`src/rtl/piso_shift_tx_if.sv`:
```
// Load handshake and serial stream of piso_shift_tx. The master drives the word and enable,
// and the slave (the transmitter) drives status and the serial bit.
interface piso_shift_tx_if #(
    parameter int unsigned WIDTH = 4
);
    logic             en;
    logic [WIDTH-1:0] d;
    logic             load_valid;
    logic             load_ready;
    logic             serial_out;
    logic             serial_valid;
    logic             busy;
    logic             done;

    modport master (
        output en, d, load_valid,
        input  load_ready, serial_out, serial_valid, busy, done
    );

    modport slave (
        input  en, d, load_valid,
        output load_ready, serial_out, serial_valid, busy, done
    );
endinterface

```
`src/rtl/piso_shift_tx.sv`:
```
// Parallel-in, serial-out transmitter. It accepts a word on a load handshake, shifts out one
// bit per enabled clock, and pulses done once after the last bit.
module piso_shift_tx #(
    parameter int unsigned WIDTH     = 4,
    parameter bit          MSB_FIRST = 1'b1
) (
    input logic            i_clk,
    input logic            i_rst,
    piso_shift_tx_if.slave bus
);
    localparam int unsigned CntW = $clog2(WIDTH + 1);

    typedef enum logic [1:0] {
        StIdle  = 2'd0,
        StShift = 2'd1,
        StDone  = 2'd2
    } state_e;

    state_e           r_state;
    state_e           w_state_next;
    logic [WIDTH-1:0] r_sh;
    logic [WIDTH-1:0] w_sh_next;
    logic [CntW-1:0]  r_cnt;
    logic [CntW-1:0]  w_cnt_next;
    logic             w_tx_bit;

    always_ff @(posedge i_clk) begin
        if (i_rst) begin
            r_state <= StIdle;
            r_sh    <= '0;
            r_cnt   <= '0;
        end else begin
            r_state <= w_state_next;
            r_sh    <= w_sh_next;
            r_cnt   <= w_cnt_next;
        end
    end

    always_comb begin
        w_state_next = r_state;
        w_sh_next    = r_sh;
        w_cnt_next   = r_cnt;
        unique case (r_state)
            StIdle: begin
                if (bus.load_valid) begin
                    w_sh_next    = bus.d;
                    w_cnt_next   = CntW'(WIDTH);
                    w_state_next = StShift;
                end
            end
            StShift: begin
                if (bus.en) begin
                    w_sh_next  = MSB_FIRST ? {r_sh[WIDTH-2:0], 1'b0} : {1'b0, r_sh[WIDTH-1:1]};
                    w_cnt_next = r_cnt - CntW'(1);
                    // Leaving at cnt==1 keeps the counter from ever wrapping.
                    if (r_cnt == CntW'(1)) begin
                        w_state_next = StDone;
                    end
                end
            end
            StDone: begin
                w_state_next = StIdle;
            end
            default: begin
                w_state_next = StIdle;
            end
        endcase
    end

    assign w_tx_bit         = MSB_FIRST ? r_sh[WIDTH-1] : r_sh[0];
    assign bus.load_ready   = (r_state == StIdle);
    assign bus.serial_valid = (r_state == StShift);
    assign bus.serial_out   = (r_state == StShift) & w_tx_bit;
    assign bus.busy         = (r_state == StShift) | (r_state == StDone);
    assign bus.done         = (r_state == StDone);
endmodule

```
`src/flat_wrapper.sv`:
```
// flat-port wrapper written by rule: the top's interface ports become plain ports
module piso_shift_tx_flat 
#(
    parameter int unsigned WIDTH     = 4,
    parameter bit          MSB_FIRST = 1'b1
)
  (i_clk, i_rst, bus_en, bus_d, bus_load_valid, bus_load_ready, bus_serial_out, bus_serial_valid, bus_busy, bus_done);
  piso_shift_tx_if #(.WIDTH(WIDTH)) bus_i ();
  input logic i_clk;
  input logic i_rst;
  input wire logic [$bits(bus_i.en)-1:0] bus_en;
  input wire logic [$bits(bus_i.d)-1:0] bus_d;
  input wire logic [$bits(bus_i.load_valid)-1:0] bus_load_valid;
  output wire logic [$bits(bus_i.load_ready)-1:0] bus_load_ready;
  output wire logic [$bits(bus_i.serial_out)-1:0] bus_serial_out;
  output wire logic [$bits(bus_i.serial_valid)-1:0] bus_serial_valid;
  output wire logic [$bits(bus_i.busy)-1:0] bus_busy;
  output wire logic [$bits(bus_i.done)-1:0] bus_done;
  assign bus_i.en = bus_en;
  assign bus_i.d = bus_d;
  assign bus_i.load_valid = bus_load_valid;
  assign bus_load_ready = bus_i.load_ready;
  assign bus_serial_out = bus_i.serial_out;
  assign bus_serial_valid = bus_i.serial_valid;
  assign bus_busy = bus_i.busy;
  assign bus_done = bus_i.done;
  piso_shift_tx #(.WIDTH(WIDTH), .MSB_FIRST(MSB_FIRST)) u_core (.i_clk(i_clk), .i_rst(i_rst), .bus(bus_i));
endmodule
```
`config.mk`:
```
export PLATFORM = sky130hd
export DESIGN_NAME = piso_shift_tx_flat
export DESIGN_NICKNAME = d
export VERILOG_FILES = /design/src/rtl/piso_shift_tx_if.sv /design/src/rtl/piso_shift_tx.sv /design/src/flat_wrapper.sv
export SDC_FILE = /design/constraint.sdc
export NUM_CORES = 1
export LEC_CHECK = 0
export ABC_AREA = 1
export ABC_CLOCK_PERIOD_IN_PS = 1270
export CORE_MARGIN = 1.5
export CORE_UTILIZATION = 30
export DETAILED_ROUTE_END_ITERATION = 10
export PLACE_DENSITY = 0.54
export SYNTH_ARGS = -nofsm -noshare
export SYNTH_HDL_FRONTEND = slang
export SYNTH_SLANG_ARGS = --single-unit
```
`constraint.sdc`:
```
create_clock -name i_clk -period 1.27 [get_ports i_clk]
set_clock_uncertainty 0.05 [all_clocks]
set_input_delay 0.254 -clock i_clk [delete_from_list [all_inputs] [get_ports i_clk]]
set_output_delay 0.254 -clock i_clk [all_outputs]
set_load 0.005 [all_outputs]
```
# ---- Word-level counts from Yosys, hierarchy flattened
# Index checks and enable logic that the tools add are counted.
dict set report totals {
  ff_bits 9
  in_bits 8
  output_inout_bits 5
  wordCells 26
}
dict set report op_classes {
  n_addsub 1
  eq_ne 6
  n_mux 10
  bitwise_logic 2
  reduce_logical 4
}
# cell count
set op_table {}
lappend op_table {{$mux W4} 2}
lappend op_table {{$pmux W4 S2} 1}
lappend op_table {{$mux W2} 3}
lappend op_table {{$mux W3} 2}
lappend op_table {{$pmux W3 S2} 1}
lappend op_table {{$reduce_and A3 Y1} 2}
lappend op_table {{$ne A2 B2 Y1 const B} 2}
lappend op_table {{$pmux W2 S2} 1}
lappend op_table {{$eq A3 B1 Y1 const B} 1}
lappend op_table {{$sub A3 B1 Y3 const B} 1}
lappend op_table {{$eq A2 B1 Y1 const B} 1}
lappend op_table {{$eq A2 B2 Y1 const B} 1}
lappend op_table {{$logic_not A2 Y1} 1}
lappend op_table {{$ne A2 B1 Y1 const B} 1}
lappend op_table {{$reduce_bool A2 Y1} 1}
lappend op_table {{$and A1 B1 Y1} 1}
lappend op_table {{$or A1 B1 Y1} 1}

# ---- Logic depth before layout (Yosys ltp)
# Gate-level depths: netlist of run 1.
dict set report depth {
  depth_word 4
  depth_mapped 10
  mapped_depth_nobuf 9
}

# ---- Least setup slack after synthesis of run 1
# Ideal clock, no wire load.
dict set report synth_path {
  kind {reg2reg}
  startpoint {register u_core.r_state[1]}
  endpoint {register u_core.r_sh[0]}
  setup_ns 0.113
  arrival_ns 1.183
  required_time_ns 1.107
  slack_ns -0.076
  path_stages_with_launch 10
  n_path_buf 1
  synth_period_minus_slack_ns 1.346
  path_cell_list {dfxtp_1 inv_1 ha_1 buf_6 nand2_2 nand2_4 nor2_8 nand2_1 nand2_1 nor2_1}
}
dict set report synth_between {
  elab_chain_len 3
  elab_cells_between_ends 7
  classes_between {eq/ne (3); mux (1); reduce/logical (3)}
}
# element line_no
set synth_rtl {}
lappend synth_rtl {{start: declaration} piso_shift_tx.sv:19} ;# state_e r_state;
lappend synth_rtl {{start signal: assignment} piso_shift_tx.sv:29} ;# r_state <= StIdle;
lappend synth_rtl {{start signal: assignment} piso_shift_tx.sv:33} ;# r_state <= w_state_next;
lappend synth_rtl {{$eq A2 B1 Y1 (*)} -}
lappend synth_rtl {{net bus_serial_valid} flat_wrapper.sv:16} ;# output wire logic [$bits(bus_i.serial_valid)-1:0] bus_serial_valid;
lappend synth_rtl {{$ne A2 B2 Y1 (no line) or $reduce_bool A2 Y1 (tied branches)} -}
lappend synth_rtl {{$reduce_and A3 Y1 (no line)} -}
lappend synth_rtl {{end signal: assignment} piso_shift_tx.sv:34} ;# r_sh <= w_sh_next;
lappend synth_rtl {{end: declaration} piso_shift_tx.sv:21} ;# logic [WIDTH-1:0] r_sh;
# The timed path passes the listed nets; every way through them passes the cells marked *.
# A chain may end at the register's enable or synchronous reset.

# ---- Worst setup path in the final report of run 1
dict set report layout_path {
  startpoint {register u_core.r_state[1]}
  endpoint {register u_core.r_sh[0]}
}
dict set report layout_between {
  elab_chain_len 3
  elab_cells_between_ends 7
  classes_between {eq/ne (3); mux (1); reduce/logical (3)}
}
# element line_no
set layout_rtl {}
lappend layout_rtl {{$eq A2 B1 Y1 or $logic_not A2 Y1 (tied branches)} piso_shift_tx.sv:43} ;# unique case (r_state)
lappend layout_rtl {{$ne A2 B2 Y1 (no line) or $reduce_bool A2 Y1 (tied branches)} -}
lappend layout_rtl {{$reduce_and A3 Y1 (no line)} -}
# Parallel ways exist; a longest one is shown, timed or not.

==> flow_summary.json, run 1 <==
{
  "fillers": 204,
  "tritoncts": "built",
  "clk_latency_ps": 260,
  "cts_sinks": 9,
  "path_cells": "inv_2 -> buf_6 -> ha_4 -> buf_6 -> nand2_8 -> nand2_8 -> nor2_8 -> nand2_1 -> nand2_1 -> nor2_1",
  "worst-path-buf-inv": 3,
  "routed_wl_microns": 1280,
  "rsz0062_at_grt": "true",
  "cts_root_buf": "clkbuf_4",
  "power.density_nw_per_um2": 2410,
  "firstDrtPassIters": 2,
  "h-tree-depth": 1,
  "die_height_microns": 48.2,
  "grt_pass1_vias": 470,
  "final_cell_mix": "nand2_1 (19), nor2_1 (12), buf_4 (12)",
  "antennaDiodeCount": 0,
  "setup_ws_ps": -138,
  "pin_count": 13,
  "critPathRequiredTime_ps": 1380,
  "grt_start_max_net_pins": 8,
  "num_rows": 16,
  "ys_ff_latch": 9,
  "yosysWarnings": 0,
  "synthDistinctLibCells": 20,
  "setup_violations": 14,
  "crit_family": "simple AND/OR/NAND/NOR gates",
  "antenna_left": 0,
  "synthesis.area_sq_um": 613,
  "place_ws_ps": -242,
  "dieWidth_microns": 48.2,
  "clk_path_buf_depth": 2,
  "holdBufCountCts": 0,
  "worstMarginPinSlew_ps": 232,
  "max_stage_delay_ps": 330,
  "fin_crit_ps": 1410,
  "vias": 591,
  "tns_ps": -991,
  "clkTransAtPathRegs_ps": 60,
  "coreArea_sq_um": 1940,
  "place.gp.congestion": 0.740,
  "antenna_found_initial": 0,
  "violations": "setup timing",
  "critPathArrivalTime_ps": 1520,
  "mostFrequentLayoutCell": "nand2_1",
  "cp_max_fo": 7,
  "finalCritPeriodShare": 1.11,
  "place_hpwl_microns": 943,
  "grt_overflow": 0,
  "finalMaxSlewViolations": 0,
  "grt_pass1_wl_microns": 1970,
  "drc": 0,
  "fmax_ghz": 0.710,
  "synthToLayoutAreaGrowth_pct": 62.0,
  "synthCells": 87,
  "start_util": 0.316,
  "hp-class": "reg -> reg",
  "maxCapViolations": 0,
  "drive_above_1_share": 0.422,
  "endpoint_kind": "flip-flop",
  "p_leak_nw": 0.480,
  "nNetsFinal": 131,
  "wl_per_cell_microns": 8.94,
  "numCtsBuffers": 3,
  "start_kind": "flip-flop",
  "io_buffers": 12,
  "crit_type": "reg -> reg",
  "status": "complete, but fails checks",
  "syn-num-nets": 101,
  "ys_seq_area_frac": 0.294,
  "syn_area_per_cell_sq_um": 7.05,
  "dieArea_sq_um": 2320,
  "slew_headroom": 0.845,
  "slowest_stage": "dfxtp_2",
  "viasPerCell": 4.13,
  "vdd_drop_max_mv": 1.05,
  "drt_iter0_markers": 5,
  "grt_usage": 0.126,
  "final_hold_viol_count": 0
}
worst min-delay path: stages (launching register included):
cell and delay, ps:
dfxtp_1 320, nand2_2 70, a21oi_2 40
power breakdown:
group	leakage [nW]	total [W]	internal [W]	switching (W)
Combinational	0.390	0.00170	0.000804	0.000896
Clock	0.0150	0.000226	0.000121	0.000104
Sequential	0.0750	0.000467	0.000403	0.0000639
Total	0.480	0.00239	0.00133	0.00106
sequential cells by signal, indices dropped and copies added (netlist names):
signal,flops
u_core.r_state,2
u_core.r_cnt,3
u_core.r_sh,4
cells in the mapped netlist:
master,instances,area [sq um]
a21oi_2,1,8.76
nand2_2,2,12.5
nand2_8,1,20.0
nand3_2,1,10.0
nand2_1,24,90.1
inv_2,1,3.75
dfxtp_1,9,180
inv_6,1,8.76
inv_1,14,52.6
o21ai_0,3,15.0
inv_4,1,6.26
nor2_1,12,45.0
nand3_1,4,20.0
nor2_2,1,6.26
nand4_1,1,6.26
ha_1,6,75.1
buf_6,1,11.3
nor2_8,1,20.0
a21oi_1,2,10.0
nand2_4,1,11.3
path summary, 6_finish.rpt:
check | from | to | slack, ps | depth (start not counted)
worst max-delay path | u_core.r_state[1]$_SDFFE_PP0P_ | u_core.r_sh[0]$_SDFFE_PP0P_ | -140 | 10
worst min-delay path | u_core.r_cnt[1]$_SDFFE_PP0P_ | u_core.r_cnt[1]$_SDFFE_PP0P_ | 410 | 2
worst max register to register | u_core.r_state[1]$_SDFFE_PP0P_ | u_core.r_sh[0]$_SDFFE_PP0P_ | -140 | 10
worst min register to register | u_core.r_cnt[1]$_SDFFE_PP0P_ | u_core.r_cnt[1]$_SDFFE_PP0P_ | 410 | 2
layer usage:
layer / global-route usage / wire length, microns / up-vias
met5: 0 / 0 / -
met4: 0.0649 / 6 / 0
met3: 0.0333 / 37 / 2
met2: 0.195 / 617 / 8
met1: 0.161 / 617 / 261
li1: - / - / 320
logic make-up after synthesis:
family	synth area share
and+or+nand+nor	0.394
AOI/OAI and AO/OA	0.0551
adders and majority gates	0.122
buffers and inverters	0.135
DFF	0.294
metrics by stage:
step                hold WS [ps]  std cells   util  total power, W  instance area [sq um]
finish                       413        143  0.512         0.00239                    993
global route                 445        143  0.512         0.00261                    993
CTS                          413        142  0.465         0.00218                    903
detailed placement           404        133  0.427         0.00180                    830
global placement             398        133  0.427         0.00178                    830
floorplan                    266         87      -         0.00137                    627
layout make-up:
type | instances | area (sq um) | share of cell area
Timing Repair Buffer | 26 | 233 | 0.234
Sequential cell | 9 | 183 | 0.184
Inverter | 17 | 73.8 | 0.0743
Tap cell | 27 | 33.8 | 0.0340
Multi-Input combinational cell | 60 | 444 | 0.447
Clock buffer | 4 | 26.3 | 0.0264
what timing repair did:
item                                    CTS  global route
endpoints found under the setup margin   14            14
pin swaps                                 5             7
setup buffers                             6             1
gates resized for setup                  27            19
(Power assumes the default switching activity.)
==> inputs of run 2 (changes only) <==
- ABC_CLOCK_PERIOD_IN_PS: 1270 -> 1750
- PLACE_DENSITY: 0.54 -> 0.52
- clock period: 1.27 -> 1.75 ns (I/O delays scaled with it)
==> flow_summary.json, run 2 (same netlist as run 1, synthesis figures left out) <==
{
  "r2r_end": "u_core.r_sh[1]$_SDFFE_PP0P_",
  "wl_per_cell_microns": 8.99,
  "firstDrtPassIters": 3,
  "place_hpwl_microns": 925,
  "holdBufCountCts": 0,
  "clk_path_buf_depth": 2,
  "worstHoldStart": "u_core.r_cnt[1]$_SDFFE_PP0P_",
  "hp-class": "reg -> reg",
  "p_leak_nw": 0.427,
  "io_buffers": 12,
  "cts_sinks": 9,
  "holdPathEnd": "u_core.r_cnt[1]$_SDFFE_PP0P_",
  "critPathArrivalTime_ps": 1220,
  "final_hold_viol_count": 0,
  "max_stage_delay_ps": 360,
  "cts_setup_buffers": 0,
  "whs_path_depth": 2,
  "slowest_stage": "dfxtp_4",
  "status": "complete, no violations",
  "reg_top3": "u_core.r_sh x4, u_core.r_cnt x3, u_core.r_state x2",
  "critPathRequiredTime_ps": 1350,
  "regMostFlops": "u_core.r_sh",
  "pin_count": 13,
  "p_total_w": 0.00136,
  "hold_ws_ps": 412,
  "grt_start_max_net_pins": 8,
  "numCtsBuffers": 3,
  "viasPerCell": 4.25,
  "setup_violations": 0,
  "start_kind": "flip-flop",
  "grt_pass1_wl_microns": 1860,
  "vdd_drop_max_mv": 0.659,
  "dieWidth_microns": 48.2,
  "dieArea_sq_um": 2320,
  "power.density_nw_per_um2": 1670,
  "drt_iter0_markers": 8,
  "coreArea_sq_um": 1940,
  "crit_family": "flip-flops",
  "finalCritPeriodShare": 0.926,
  "rsz0062_at_grt": "false",
  "fmax_ghz": 0.617,
  "antennaDiodeCount": 0,
  "vias": 557,
  "finalMaxSlewViolations": 0,
  "slew_headroom": 0.851,
  "place.gp.congestion": 0.742,
  "synthToLayoutAreaGrowth_pct": 32.9,
  "clk_latency_ps": 260,
  "start_util": 0.316,
  "maxCapViolations": 0,
  "cts_root_buf": "clkbuf_4",
  "antenna_found_initial": 0,
  "path_cells": "inv_1 -> ha_2 -> dlygate4sd2_1",
  "routed_wl_microns": 1180,
  "grt_overflow": 0,
  "clkTransAtPathRegs_ps": 60,
  "tritoncts": "built",
  "worstMarginPinSlew_ps": 223,
  "drc": 0,
  "worst-path-buf-inv": 2,
  "tns_ps": 0,
  "mostFrequentLayoutCell": "nand2_1",
  "reg2reg_depth": 6,
  "fin_crit_ps": 1620,
  "die_height_microns": 48.2,
  "antenna_left": 0,
  "rrSetupSlack_ps": 360,
  "largest_reg_flops": 4,
  "grt_pass1_vias": 467,
  "crit_type": "reg -> out",
  "num_rows": 16,
  "rr_startpoint": "u_core.r_state[0]$_SDFFE_PP0P_",
  "nNetsFinal": 119,
  "endpoint_kind": "output pin",
  "drive_above_1_share": 0.202,
  "cp_max_fo": 4,
  "final_cell_mix": "nand2_1 (24), inv_1 (13), nor2_1 (12)",
  "h-tree-depth": 1,
  "grt_usage": 0.124
}
==> run 2: final cells by class <==
| type | instances | area, sq um |
|---|---|---|
| clock buffers | 4 | 26.3 |
| flip-flops and latches | 9 | 185 |
| repair buffers | 14 | 133 |
| well taps | 27 | 33.8 |
| multi-input cells | 60 | 365 |
| fillers | 220 | 1130 |
| inverters | 17 | 71.3 |
==> run 2: how the worst max path moves through the flow <==
stage,startpoint,end,slack (ps),cells after the start
4_1_cts,u_core.r_state[1]$_SDFFE_PP0P_,bus_serial_out,-70,5
6_report,u_core.r_state[0]$_SDFFE_PP0P_,bus_busy,130,3
3_5_place_dp,u_core.r_state[1]$_SDFFE_PP0P_,bus_serial_out,120,5
5_1_grt,u_core.r_state[0]$_SDFFE_PP0P_,bus_busy,70,3
2_1_floorplan,u_core.r_state[1]$_SDFFE_PP0P_,u_core.r_sh[0]$_SDFFE_PP0P_,400,9
3_3_place_gp,u_core.r_state[1]$_SDFFE_PP0P_,bus_serial_out,140,5
==> run 2: worst register-to-register path, delay by kind of cell (launching register included) <==
family / cells / cell delay, ps
AND/OR/NAND/NOR: 3 / 400
AO/OA/AOI/OAI: 1 / 200
buffers and inverters: 1 / 60
flip-flops: 1 / 370
adder cells (fa/ha/maj): 1 / 200
==> run 2: timing repair <==
action	in CTS	in global routing
cloned	0	0
setup endpoints to repair	5	1
gates resized for setup	11	1
==> run 2: per-stage QoR <==
step	worst slack [ps]	std cells	area, sq um	utilization
after floorplan	404	87	613	-
after global placement	143	127	771	0.397
after detailed placement	122	127	771	0.397
after CTS	-69.4	131	812	0.418
after global routing	74.3	131	815	0.419
final	130	131	815	0.419
==> run 2: power by group <==
part           total, W  internal, W  switching, W
clock          0.000159    0.0000878     0.0000715
combinational  0.000851     0.000353      0.000498
sequential     0.000353     0.000297     0.0000565
total           0.00136     0.000738      0.000626
==> run 2: per-layer routing <==
layer	share of wire	global-route usage	vias to the layer above
li1	-	-	293
met1	0.45	0.126	250
met2	0.48	0.213	10
met3	0.045	0.0556	4
met4	0.023	0.0649	0
met5	0	0	-
